### src/rtl/program_counter_stack.sv
// Program counter and circular hardware return stack for the FRANK6000 core.
// All state is registered; pc, the stack and the return-address register update on the rising edge.
module program_counter_stack #(
    parameter int          PC_WIDTH     = 10,
    parameter int          STACK_DEPTH  = 4,
    parameter int unsigned RESET_VECTOR = 0
) (
    input  logic                           clk,
    input  logic                           rst,
    input  logic                           PCw,
    input  logic                           jump,
    input  logic [1:0]                     j_mode,
    input  logic                           call,
    input  logic                           ret,
    input  logic [PC_WIDTH-1:0]            target,
    input  logic                           skip_cond,
    output logic [PC_WIDTH-1:0]            pc,
    output logic [$clog2(STACK_DEPTH):0]   stack_level,
    output logic                           stack_empty,
    output logic                           stack_full,
    output logic                           stack_ovf,
    output logic                           stack_unf
);

    localparam int PTR_W = $clog2(STACK_DEPTH);
    localparam int LVL_W = PTR_W + 1;

    logic [PC_WIDTH-1:0] r_pc;
    logic [PC_WIDTH-1:0] r_ra;
    logic [PTR_W-1:0]    r_wptr;
    logic [LVL_W-1:0]    r_level;
    logic                r_ovf;
    logic                r_unf;
    logic [PC_WIDTH-1:0] r_stack [STACK_DEPTH];

    logic [PC_WIDTH-1:0] w_pc_inc1;
    logic [PC_WIDTH-1:0] w_pc_inc2;
    logic [PC_WIDTH-1:0] w_pc_next;
    logic [PTR_W-1:0]    w_rd_ptr;
    logic                w_push;
    logic                w_pop;
    logic                w_is_full;
    logic                w_is_empty;

    assign w_pc_inc1  = r_pc + PC_WIDTH'(1);
    assign w_pc_inc2  = r_pc + PC_WIDTH'(2);
    assign w_rd_ptr   = r_wptr - PTR_W'(1);
    assign w_is_full  = (r_level == LVL_W'(STACK_DEPTH));
    assign w_is_empty = (r_level == LVL_W'(0));
    // A call wins over a simultaneous return, so push and pop never collide.
    assign w_push     = call & PCw;
    assign w_pop      = ret & ~w_push;

    // Next-pc source selection.
    always_comb begin
        w_pc_next = w_pc_inc1;
        case (j_mode)
            2'b00:   w_pc_next = w_pc_inc1;
            2'b01:   w_pc_next = jump ? target : w_pc_inc1;
            2'b10:   w_pc_next = r_ra;
            2'b11:   w_pc_next = skip_cond ? w_pc_inc2 : w_pc_inc1;
            default: w_pc_next = w_pc_inc1;
        endcase
    end

    // Return-stack storage; contents are don't-care after reset.
    always_ff @(posedge clk) begin
        if (!rst && w_push) begin
            r_stack[r_wptr] <= w_pc_inc1;
        end
    end

    // PC, pointer, level, return-address register and sticky flags.
    always_ff @(posedge clk) begin
        if (rst) begin
            r_pc    <= PC_WIDTH'(RESET_VECTOR);
            r_ra    <= {PC_WIDTH{1'b0}};
            r_wptr  <= {PTR_W{1'b0}};
            r_level <= {LVL_W{1'b0}};
            r_ovf   <= 1'b0;
            r_unf   <= 1'b0;
        end else begin
            if (PCw) begin
                r_pc <= w_pc_next;
            end
            if (w_push) begin
                r_wptr <= r_wptr + PTR_W'(1);
                if (w_is_full) begin
                    r_ovf <= 1'b1;
                end else begin
                    r_level <= r_level + LVL_W'(1);
                end
            end else if (w_pop) begin
                if (w_is_empty) begin
                    r_ra  <= {PC_WIDTH{1'b0}};
                    r_unf <= 1'b1;
                end else begin
                    r_wptr  <= w_rd_ptr;
                    r_ra    <= r_stack[w_rd_ptr];
                    r_level <= r_level - LVL_W'(1);
                end
            end
        end
    end

    assign pc          = r_pc;
    assign stack_level = r_level;
    assign stack_empty = w_is_empty;
    assign stack_full  = w_is_full;
    assign stack_ovf   = r_ovf;
    assign stack_unf   = r_unf;

endmodule

### config.mk
export PLATFORM = sky130hd
export DESIGN_NAME = program_counter_stack
export DESIGN_NICKNAME = d
export VERILOG_FILES = /design/src/rtl/program_counter_stack.sv
export SDC_FILE = /design/constraint.sdc
export NUM_CORES = 1
export LEC_CHECK = 0
export ABC_AREA = 1
export BUFFER_PORTS_ARGS = -buffer_cell sky130_fd_sc_hd__buf_4
export CAP_MARGIN = 10
export CORE_ASPECT_RATIO = 1.2
export CORE_MARGIN = 8
export CORE_UTILIZATION = 55
export DETAILED_ROUTE_END_ITERATION = 8
export GPL_ROUTABILITY_DRIVEN = 0
export PLACE_DENSITY_LB_ADDON = 0.3
export SETUP_SLACK_MARGIN = 0.5
export SYNTH_ARGS = -nofsm -noshare
export SYNTH_HDL_FRONTEND = slang
export SYNTH_SLANG_ARGS = --single-unit
### constraint.sdc
create_clock -name clk -period 2.3 [get_ports clk]
set_clock_uncertainty 0.1 [all_clocks]
set_input_delay 0.115 -clock clk [delete_from_list [all_inputs] [get_ports clk]]
set_output_delay 0.115 -clock clk [all_outputs]
set_load 0.01 [all_outputs]
==> impl_metrics.py <==
metrics = {
    "global_route": {
        "grt.total_usage": 0.203,
        "grt_overflow": 0,
        "grt_start_max_net_pins": 25,
        "antenna_found_initial": 0,
        "grt_pass1_vias": 2835,
        "grt_pass1_wl_mm": 13.7,
    },
    "critical_path": {
        "endpoint_kind": "register",
        "crit_top_cell": "nand2_1",
        "reg2reg_to": "pc[5]",
        "startpoint_type": "register",
        "slowest_delay_ns": 0.39,
        "ff2ff_path_depth": 7,
        "worst-path-max-fanout": 6,
        "crit_type": "register to register",
        "r2r_slack_ns": 0.55,
        "r2r-start": "pc[2]",
        "slowest_stage": "dfxtp_2",
        "crit_arrival_ns": 1.90,
        "crit_chain": "ha_2 -> nand2_1 -> nor2_4 -> buf_4 -> xor2_2 -> nand2_1 -> a31oi_1",
        "cp.required_ns": 2.46,
    },
    "detailed_routing": {
        "wirelength_mm": 8.46,
        "drt-pass1-iter-count": 5,
        "dr_total_vias": 2835,
        "first_iter_violations": 146,
        "wire_per_inst_um": 16.2,
        "ant_nets": 0,
        "vias_per_cell": 5.41,
        "post-route-drc-count": 0,
    },
    "placement": {
        "dpl_cell_area_mm2": 0.00368,
        "portBuffers": 35,
        "place_hpwl_mm": 5.92,
    },
    "cells_and_area": {
        "postLayoutCellArea_mm2": 0.00400,
        "area_delta_synth_final_pct": 20.5,
        "antenna_cells": 0,
        "fin_nets": 463,
        "drive_above_1_share": 0.224,
        "final_core_util": 0.674,
    },
    "pwr": {
        "ir_drop_mv": 0.582,
        "p_leak_nw": 1.59,
        "seqPwrFrac": 0.436,
        "p_sw_frac": 0.329,
        "switchingPower_mw": 1.10,
        "intPower_mw": 2.25,
        "pwr_density_cell_mw_per_mm2": 840,
        "combPwrFrac": 0.277,
        "p_clk_frac": 0.286,
    },
    "floorplanning": {
        "die_h_um": 101,
        "die_area_mm2": 0.00879,
        "start_util": 0.559,
        "die_w_um": 86.9,
        "core-area_mm2": 0.00593,
        "row_count": 31,
        "ios": 36,
    },
    "synthesis": {
        "synthTopCellsByArea": "edfxtp_1 36%, dfxtp_1 16%, nand2_1 9.0%",
        "yosysMostFrequentCell": "nand2_1",
        "synth_warnings": 0,
        "ys_types": 39,
        "synth_flop_cell": "edfxtp_1",
        "yosysTopAreaCell": "edfxtp_1",
        "ys_seq_area_frac": 0.525,
        "synth_area_per_cell_um2": 8.56,
        "ys_async_sr_fraction": 0,
        "netlist_area_mm2": 0.00332,
        "syn_nets": 414,
        "synth_top_area_share": 0.362,
        "syn_inst": 388,
        "synth-edff-count": 40,
        "synth_seq_cells": 67,
        "synth_common_cells": "80 x nand2_1, 51 x nor2_1, 40 x edfxtp_1",
    },
    "cts": {
        "cts_root_buf": "clkbuf_8",
        "cts-buffers-inserted": 9,
        "clk_latency_ns": 0.34,
        "cts.clk_slew.worst_paths_ns": 0.08,
        "cts_tree": "yes",
        "htreeDepth": 3,
        "clock_sinks": 67,
        "clockBufferDepth": 2,
    },
    "timing": {
        "hold_viol": 0,
        "slew_violations": 0,
        "slew_headroom": 0.622,
        "setup_viol": 0,
        "post-route-period-util": 0.759,
        "max_freq_mhz": 573,
        "rsz0062_at_grt": "true",
        "tightest_slew_ns": 0.566,
        "min_period_ns": 1.75,
        "fin_tns_setup_ns": 0,
    },
    "flow_run": {
        "maxCapViolCount": 0,
    },
    "worst_hold_path": {
        "min_from": "target[0]",
        "hold_end": "pc[0]",
        "hold_depth": 5,
        "min_path_type": "input pin to register",
    },
    "status": {
        "outcome": "complete, no violations",
    },
}
-- critical path: cells and delay by family, from the launching register on --
family          cells  cell delay, ns
buf+inv             1            0.14
xor+xnor            1            0.23
flops               1            0.39
fa+ha+maj           1            0.23
compound gates      1            0.19
simple gates        3            0.38
-- cells by family after synthesis --
group                    Yosys count  share of synthesized area
AND/OR/NAND/NOR                  162                      0.206
XOR/XNOR                           8                     0.0234
buffers and inverters             52                     0.0618
AO/OA/AOI/OAI                     92                      0.156
adder cells (fa/ha/maj)            7                     0.0286
flip-flops                        67                      0.525
-- sequential cells by signal, indices dropped and copies added, names as in the netlist --
signal,count
stack_ovf,1
r_wptr,2
stack_unf,1
r_stack,40
pc,10
stack_level,3
r_ra,10
-- cell usage in the layout (no fill, tap or decap), types with 3 or more instances in the layout --
cell / Yosys / layout
inv_1: 28 / 28
nor2_1: 51 / 49
xor2_1: 6 / 4
ha_1: 6 / 4
a21oi_2: 3 / 3
nand2_1: 80 / 80
nor2_2: 4 / 6
inv_2: 9 / 9
dlygate4sd3_1: 0 / 3
a21oi_1: 27 / 27
o21ai_1: 9 / 9
o211ai_1: 4 / 4
edfxtp_1: 40 / 40
xor2_2: 1 / 3
o21ai_0: 31 / 31
buf_4: 1 / 46
nand3_1: 14 / 14
dfxtp_1: 27 / 23
clkbuf_8: 0 / 9
o22ai_1: 10 / 10
dfxtp_2: 0 / 4
-- worst max-delay path by stage --
stage | start | to | slack, ns | cells past startpoint
after floorplan | r_wptr[0] | r_ra[0] | 0.50 | 9
after global placement | pc[2] | pc[7] | 0.58 | 10
after detailed placement | pc[2] | pc[3] | 0.50 | 7
after CTS | pc[2] | pc[3] | 0.47 | 7
after global routing | pc[2] | pc[7] | 0.45 | 10
final | pc[2] | pc[5] | 0.55 | 7
-- power groups by stage --
| stage | Sequential [mW] | Clock (mW) | Combinational, mW |
|---|---|---|---|
| 4_1_cts | 1.46 | 0.969 | 0.868 |
| 6_report | 1.47 | 0.961 | 0.932 |
| 3_3_place_gp | 1.48 | 0 | 0.836 |
| 2_1_floorplan | 1.49 | 0 | 0.537 |
| 5_1_grt | 1.48 | 1.02 | 1.05 |
| 3_5_place_dp | 1.49 | 0 | 0.858 |
-- routing by layer --
| metal | share of wire | vias to the layer above | global-route usage | routed length, um |
|---|---|---|---|---|
| li1 | - | 1400 | - | - |
| met1 | 0.43 | 1324 | 0.244 | 3610 |
| met2 | 0.50 | 91 | 0.338 | 4270 |
| met3 | 0.039 | 20 | 0.0440 | 334 |
| met4 | 0.029 | 0 | 0.0916 | 248 |
| met5 | 0 | - | 0 | 0 |
-- layout make-up --
| type | instances | area, um2 |
|---|---|---|
| clock buffer | 10 | 128 |
| clock inverter | 6 | 65.1 |
| fill | 485 | 1940 |
| inverter | 39 | 150 |
| multi-input combinational | 269 | 1420 |
| sequential | 67 | 1750 |
| tap | 82 | 103 |
| timing repair buffer | 51 | 392 |
-- per-stage QoR --
stage               hold slack [ns]  setup slack (ns)  cells  total power, mW
detailed placement            0.335             0.501    499             2.35
global route                 0.0243             0.450    524             3.54
floorplan                     0.176             0.502    388             2.02
global placement              0.323             0.582    499             2.32
CTS                         0.00461             0.467    518             3.30
finish                      0.00529             0.555    524             3.36
-- timing repair --
action	CTS	global route
pin swaps	0	2
buffers inserted	0	6
endpoints found under the hold margin	2	0
resized for setup	1	10
hold buffers	3	0
endpoints found under the setup margin	2	20
Note: power is estimated with default switching activity, not from simulation.
